## config.mk

```make
export PLATFORM = sky130hd
export DESIGN_NAME = fetch_pcreg
export DESIGN_NICKNAME = d
export VERILOG_FILES = /design/src/rtl/fetch_pcreg_pkg.sv /design/src/rtl/fetch_pcreg_dreg.sv /design/src/rtl/fetch_pcreg.sv
export SDC_FILE = /design/constraint.sdc
export NUM_CORES = 1
export LEC_CHECK = 0
export BUFFER_PORTS_ARGS = -buffer_cell sky130_fd_sc_hd__buf_2
export CAP_MARGIN = 20
export CORE_AREA = 2 2 161 147
export DETAILED_ROUTE_END_ITERATION = 6
export DIE_AREA = 0 0 163 149
export HOLD_SLACK_MARGIN = 0.15
export PLACE_DENSITY_LB_ADDON = 0.12
export SYNTH_ARGS = -nofsm -noshare
export SYNTH_HDL_FRONTEND = slang
export SYNTH_HIERARCHICAL = 1
export SYNTH_SLANG_ARGS = --single-unit
```

## constraint.sdc

```tcl
create_clock -name clk -period 2.3 [get_ports clk]
set_input_delay 0.115 -clock clk [delete_from_list [all_inputs] [get_ports clk]]
set_output_delay 0.115 -clock clk [all_outputs]
set_load 0.005 [all_outputs]
```

## src/rtl/fetch_pcreg_pkg.sv

```systemverilog
// Shared types for the fetch PC register / instruction-bus front end.
//   u64/u32/u1       : scalar aliases
//   ibus_req_t       : {valid, addr} request to the instruction bus
//   ibus_resp_t      : {addr_ok, data_ok, data} response from the instruction bus
//   fetch_data_t     : {valid, pc, instr} payload of the fetch->decode register
//   fetch_state_t    : fetch FSM states
package fetch_pcreg_pkg;

  localparam int unsigned XLEN = 64;
  localparam int unsigned ILEN = 32;

  typedef logic [XLEN-1:0] u64;
  typedef logic [ILEN-1:0] u32;
  typedef logic            u1;

  localparam u64 PCINIT_DEFAULT = 64'h0000_0000_8000_0000;

  typedef struct packed {
    u1  valid;
    u64 addr;
  } ibus_req_t;

  typedef struct packed {
    u1  addr_ok;
    u1  data_ok;
    u32 data;
  } ibus_resp_t;

  typedef struct packed {
    u1  valid;
    u64 pc;
    u32 instr;
  } fetch_data_t;

  typedef enum logic [1:0] {
    S_REQ   = 2'd0,
    S_HOLD  = 2'd1,
    S_DRAIN = 2'd2
  } fetch_state_t;

  // Sequential PC; wraps modulo 2^64.
  function automatic u64 pc_inc4(input u64 pc);
    return pc + u64'(4);
  endfunction

endpackage

```

## src/rtl/fetch_pcreg_dreg.sv

```systemverilog
// Fetch->decode pipeline register.
//   clk, rst_n_i : clock, async active-low reset
//   flush_i      : insert a bubble (wins over everything)
//   stall_i      : downstream cannot accept; hold contents
//   fetch_i      : completed fetch this cycle (valid qualifies pc/instr)
//   dreg_o       : registered {valid, pc, instr}
module fetch_pcreg_dreg
  import fetch_pcreg_pkg::*;
(
  input  logic        clk,
  input  logic        rst_n_i,
  input  logic        flush_i,
  input  logic        stall_i,
  input  fetch_data_t fetch_i,
  output fetch_data_t dreg_o
);

  fetch_data_t dreg_q, dreg_d;

  // Priority: flush > stall > load.
  always_comb begin
    dreg_d = dreg_q;
    if (flush_i) begin
      dreg_d.valid = 1'b0;
    end else if (!stall_i) begin
      dreg_d.valid = fetch_i.valid;
      if (fetch_i.valid) begin
        dreg_d.pc    = fetch_i.pc;
        dreg_d.instr = fetch_i.instr;
      end
    end
  end

  always_ff @(posedge clk or negedge rst_n_i) begin
    if (!rst_n_i) dreg_q <= '0;
    else          dreg_q <= dreg_d;
  end

  assign dreg_o = dreg_q;

endmodule

```

## src/rtl/fetch_pcreg.sv

```systemverilog
// Fetch-stage PC register and instruction-bus front end.
//   clk, reset   : clock, async active-low reset
//   pc_selected  : next PC from the next-PC mux (registered every cycle)
//   jump         : redirect; in-flight fetch is stale, bubble into decode
//   stall_down   : decode or later stage cannot accept
//   pcplus4      : pc + 4 back to the next-PC mux
//   stallI       : fetch not complete this cycle
//   ireq / iresp : instruction bus request / response
//   dreg_*       : fetch->decode register contents
module fetch_pcreg
  import fetch_pcreg_pkg::*;
#(
  parameter u64 PCINIT = PCINIT_DEFAULT
) (
  input  logic       clk,
  input  logic       reset,
  input  u64         pc_selected,
  input  logic       jump,
  input  logic       stall_down,
  output u64         pcplus4,
  output logic       stallI,
  output ibus_req_t  ireq,
  input  ibus_resp_t iresp,
  output logic       dreg_valid,
  output u64         dreg_pc,
  output u32         dreg_instr
);

  fetch_state_t state_q, state_d;
  u64           pc_q, pc_d;
  u64           areg_q, areg_d;
  u32           hold_q, hold_d;

  fetch_data_t  fetch_c;
  fetch_data_t  dreg_c;
  logic         req_valid_c;
  logic         stall_c;
  logic         unused_addr_ok;

  assign unused_addr_ok = iresp.addr_ok;

  // Next-state, bus request and fetch completion.
  always_comb begin
    state_d       = state_q;
    pc_d          = pc_selected;
    areg_d        = areg_q;
    hold_d        = hold_q;
    req_valid_c   = 1'b0;
    stall_c       = 1'b0;
    fetch_c.valid = 1'b0;
    fetch_c.pc    = areg_q;
    fetch_c.instr = iresp.data;

    case (state_q)
      S_REQ: begin
        req_valid_c = 1'b1;
        stall_c     = !(iresp.data_ok && !jump);
        if (iresp.data_ok) begin
          if (jump) begin
            areg_d = pc_selected;
          end else if (stall_down) begin
            hold_d  = iresp.data;
            state_d = S_HOLD;
          end else begin
            fetch_c.valid = 1'b1;
            areg_d        = pc_selected;
          end
        end else if (jump) begin
          state_d = S_DRAIN;
        end
      end
      S_HOLD: begin
        // A jump here also flushes dreg, so the buffered word is simply dropped.
        fetch_c.instr = hold_q;
        fetch_c.valid = !stall_down;
        if (jump || !stall_down) begin
          areg_d  = pc_selected;
          state_d = S_REQ;
        end
      end
      S_DRAIN: begin
        // Stale request must complete; pc already holds the redirect target.
        req_valid_c = 1'b1;
        stall_c     = 1'b1;
        if (iresp.data_ok) begin
          areg_d  = pc_q;
          state_d = S_REQ;
        end
      end
      default: state_d = S_REQ;
    endcase
  end

  always_ff @(posedge clk or negedge reset) begin
    if (!reset) begin
      state_q <= S_REQ;
      pc_q    <= PCINIT;
      areg_q  <= PCINIT;
      hold_q  <= '0;
    end else begin
      state_q <= state_d;
      pc_q    <= pc_d;
      areg_q  <= areg_d;
      hold_q  <= hold_d;
    end
  end

  fetch_pcreg_dreg u_dreg (
    .clk     (clk),
    .rst_n_i (reset),
    .flush_i (jump),
    .stall_i (stall_down),
    .fetch_i (fetch_c),
    .dreg_o  (dreg_c)
  );

  // Request is suppressed while reset is asserted.
  assign ireq.valid = req_valid_c & reset;
  assign ireq.addr  = areg_q;
  assign stallI     = stall_c;
  assign pcplus4    = pc_inc4(pc_q);
  assign dreg_valid = dreg_c.valid;
  assign dreg_pc    = dreg_c.pc;
  assign dreg_instr = dreg_c.instr;

endmodule

```

# Word level (Yosys, flattened, before mapping)
# Index checks and enable logic that the tools add are counted.
dict set report word_totals {
  reg_bits 259
  latch_bits 0
  ramBits 0
  romBits 0
  in_bits 102
  output_inout_bits 227
  n_memories 0
}
dict set report classes {
  n_addsub 1
  mul 0
  div 0
  order_cmp 0
  n_eq_ne 10
  n_shift 0
  mux 23
  bitwise_logic 3
  n_reduce_logical 12
}
# cell count
set op_table {}
lappend op_table {{$mux W64} 5}
lappend op_table {{$pmux W64 S3} 1}
lappend op_table {{$mux W97} 1}
lappend op_table {{$mux W96} 1}
lappend op_table {{$add A64 B3 Y64 const B} 1}
lappend op_table {{$mux W32} 1}
lappend op_table {{$mux W2} 6}
lappend op_table {{$ne A3 B3 Y1 const B} 4}
lappend op_table {{$reduce_and A5 Y1} 2}
lappend op_table {{$ne A2 B2 Y1 const B} 4}
lappend op_table {{$pmux W2 S3} 1}
lappend op_table {{$mux W1} 5}
lappend op_table {{$pmux W1 S2} 2}
lappend op_table {{$reduce_and A4 Y1} 1}
lappend op_table {{$logic_not A1 Y1} 3}
lappend op_table {{$reduce_and A3 Y1} 1}
lappend op_table {{$reduce_bool A3 Y1} 1}
lappend op_table {{$eq A2 B1 Y1 const B} 1}
lappend op_table {{$eq A2 B2 Y1 const B} 1}
lappend op_table {{$logic_not A2 Y1} 1}
lappend op_table {{$not A1 Y1} 2}
lappend op_table {{$reduce_or A2 Y1} 1}
lappend op_table {{$and A1 B1 Y1} 1}
lappend op_table {{$logic_and A1 B1 Y1} 1}
lappend op_table {{$logic_or A1 B1 Y1} 1}

# Longest topological paths before layout
dict set report logic_depth {
  word_depth 7
  ltp_mapped 9
  depth_no_buf 6
}

# Cells and area by module
# Netlist, hierarchy kept.
# module n_inst cells_each area_each_um2 seq_area_each_um2
set modules_own_cells {}
lappend modules_own_cells {fetch_pcreg 1 724 8025.2 4056.4}
lappend modules_own_cells {fetch_pcreg_dreg 1 206 3612.2 2427.3}

# Worst setup path before layout
# No wires, ideal clock.
dict set report synth_timing {
  path_type {flip-flop to flip-flop}
  start {register state_q[0]}
  end {register u_dreg.dreg_q, in the netlist u_dreg/dreg_o[12]}
  arrival_time_ns 1.697
  t_required_ns 2.175
  setup_slack_ns 0.478
  path_stages_with_launch 6
  n_path_buf 2
  period_less_slack_ns 1.822
  cell_sequence {dfrtp_1 > nor2b_1 > clkbuf_1 > clkbuf_1 > mux2_2 > mux2_2}
}
# element line_no
set synth_rtl {}
lappend synth_rtl {{from (decl)} fetch_pcreg.sv:29} ;# fetch_state_t state_q, state_d;
lappend synth_rtl {{from (signal assigned)} fetch_pcreg.sv:101} ;# state_q <= state_d;
lappend synth_rtl {{to (signal assigned)} fetch_pcreg_dreg.sv:36} ;# else dreg_q <= dreg_d;
lappend synth_rtl {{to (decl)} fetch_pcreg_dreg.sv:18} ;# fetch_data_t dreg_q, dreg_d;

# Worst setup path after layout
dict set report layout_timing {
  start {register pc_q[2]}
  end {output pcplus4[61]}
}
dict set report layout_via {
  elab_chain_cells 1
}
# element line_no
set layout_lines {}
lappend layout_lines {{from (decl)} fetch_pcreg.sv:30} ;# u64 pc_q, pc_d;
lappend layout_lines {{from (signal assigned)} fetch_pcreg.sv:102} ;# pc_q <= pc_d;
lappend layout_lines {{$add A64 B3 Y64} fetch_pcreg_pkg.sv:43} ;# return pc + u64'(4);
lappend layout_lines {{to (decl)} fetch_pcreg.sv:20} ;# output u64 pcplus4,
# No other way between the ends.

==> metrics.txt <==
critical path required time=2.18 ns; ys flop type=dfrtp_1; outcome=finished, violations left; CTS root buf=clkbuf_16; footprint of the multi-input gates=0.00472 mm^2; initial antenna violation count=0; CTS Buffer Depth=3; top cells by area, synth=dfrtp_1 55%, mux2_2 12%, mux2i_1 5.2%, buf_4 4.5%, mux2_1 3.9%; H-tree levels=1; Sink Count=259; Clock transition at path regs=0.06 ns; Num CTS Buffers=27; largest family of logic cells by synthesized area=multiplexers; HP Class=in2async; final core occ=69.5%; largest net degree at the start of global routing=83; failing checks=setup timing; first-pass GRT wire length=45.3 mm; max-slew violation count=0; Port-buffer cells=327; sequential element share of the synthesized area=55.7%; Synth top area share=55.3%; Setup crit start=pc_q[2]; vias in the first global route=8516; Antenna diodes=0; Cell Area, Placed=0.0132 mm^2; final worst setup slack=-0.202 ns; grt ovf=0; DRT Pass-1 Iters=4; Final period util=109%; Fin Setup TNS=-3.23 ns; Reg2Reg Setup Slack=0.32 ns; #FFs+latches synth=259; worst-path fanout max=7; area leader, netlist=dfrtp_1; # DRC=0; Filler Cell Count=1731; Die ar.=0.0243 mm^2; Rel. slew slack=42.5%; Cells after Synth=930; VDD IR max=0.623 mV; Crit. End Element=primary output; RePlAce Congestion=0.789; Die X=163 um; Post-synth EDFFs=0; DRC marker count from the first detailed-route iteration=377; core area=0.0229 mm^2; fraction of layout cells with a size suffix above 1=46.5%; detailed-route wire length=29.3 mm; synthesized cell area=0.0116 mm^2; final setup violating endpoints=39; post-synthesis mux area share=20.7%; FFs w/ async S/R, synth=100%; count of cell types in the netlist=37; Leak=0.00787 uW; design area=0.0159 mm^2; adder-cell share of the synthesized area=0.108%; Final nets=1453; synth warn=6; Seq. cell area=0.00650 mm^2; RSZ-0062 raised after global routing=true; # IOs=329; xor/xnor share of the synthesized area=4.52%; Avg Inst Size Synth=12.5 um^2; Worst Path Arrival=2.39 ns; syn_nets=1033; FP Rows=53; Vias/cell=5.05; routed via count=8431; Worst Clk Skew=0.00663 ns; most frequent cell after synthesis=dfrtp_1; DR WL/cell=17.6 um; CTS tree=done; startpoint types=flop; Max Fclk=400 MHz; top post-synthesis cells by count=257 x dfrtp_1, 120 x mux2_2, 87 x nand2_1; die height=149 um; post-synthesis compound-gate area fraction=3.05%; Period minus WS final=2.50 ns; hpwl dp=19.5 mm; Syn-to-layout area delta=36.6%; Worst-Margin Slew=0.859 ns; Initial Util=50.9%; Max-Cap Viols=0; Reg2Reg Launch Point=state_q[1]; worst skew pair latency=0.53 ns; critical path type=reg2out; pwr dens=844 mW/mm^2; simple-gate portion of the synthesized area=9.50%; Total GRT Usage=23.5%; Final Hold Fails=0; Post-DRT Antenna Nets=0
-- path summary, 6_finish.rpt --
kind,end,depth (start not counted)
worst max-delay path,pcplus4[61],9
worst min-delay path,u_dreg/dreg_o[62],3
worst max register to register,u_dreg/dreg_o[80],4
worst min register to register,u_dreg/dreg_o[72],1
max in group asynchronous,areg_q[28],3
min in group clk,pc_q[59],2
-- state kept, by name, summed over array words and instances (netlist names) --
signal	count
hold_q	32
state_q	2
pc_q	64
areg_q	64
u_dreg/dreg_o	97
-- cell families (layout without fill, tap and decap cells) --
group	Yosys count	after routing
flops	259	259
compound gates	71	71
fa+ha+maj	1	1
mux	221	221
buf+inv	115	552
simple gates	203	203
xor+xnor	60	60
-- metrics by stage --
step	total power, uW	worst slack, ns	hold WS [ns]	cells
3_5_place_dp	8830	0.109	0.0978	1471
2_1_floorplan	7670	0.478	-0.181	930
5_1_grt	14100	-0.332	0.218	1669
6_report	13400	-0.202	0.196	1669
4_1_cts	13500	-0.183	0.199	1660
3_3_place_gp	8750	0.149	0.102	1471
-- what timing repair did --
item,in CTS,in global routing
gates resized for setup,43,39
endpoints found under the setup margin,48,48
endpoints found under the hold margin,452,0
buffers inserted,39,9
cloned,0,0
hold buffers,104,0
pin swaps,25,22
-- layout by cell type, fill, tap and decap left out, types with 16 or more instances in the layout --
cell           Yosys  layout
dfrtp_1          257     241
xor2_1            28      27
dlygate4sd3_1      0     103
nor2_1            34      20
mux2_1            40      40
xnor2_1           32      27
clkbuf_16          0      27
nand4_1           16      16
buf_2             17     326
nand2_1           87      86
buf_4             69      50
mux2_2           120     120
o21ai_0           63      62
dfrtp_2            0      16
mux2i_1           61      61
-- power breakdown --
part | internal, uW | total, uW | switching (uW)
Clock | 2700 | 4460 | 1760
Sequential | 5590 | 6210 | 620
Combinational | 1560 | 2750 | 1190
-- cell type report --
class | instances | area share [%]
multi-input cells | 556 | 29.7
well taps | 302 | 2.38
flip-flops and latches | 259 | 40.9
inverters | 7 | 0.165
clock inverters | 6 | 0.701
repair buffers | 499 | 21.1
clock buffers | 40 | 5.00
-- critical path, cell delays in order, from the launching register on --
cell     delay [ns]
dfrtp_1        0.40
buf_4          0.14
nand4_1        0.22
nor2_2         0.23
buf_6          0.13
nand4_4        0.10
buf_12         0.18
nor3_2         0.12
xor2_1         0.18
buf_2          0.14
-- per-layer routing --
metal	wire length, um	part of all wire, %	track usage (%)	vias up
li1	-	-	-	3987
met1	12300	42	31.0	4149
met2	14300	49	39.7	247
met3	1980	6.7	5.37	48
met4	691	2.4	5.84	0
met5	0	0	0	-
No activity file was read; power rests on OpenSTA's default activity.
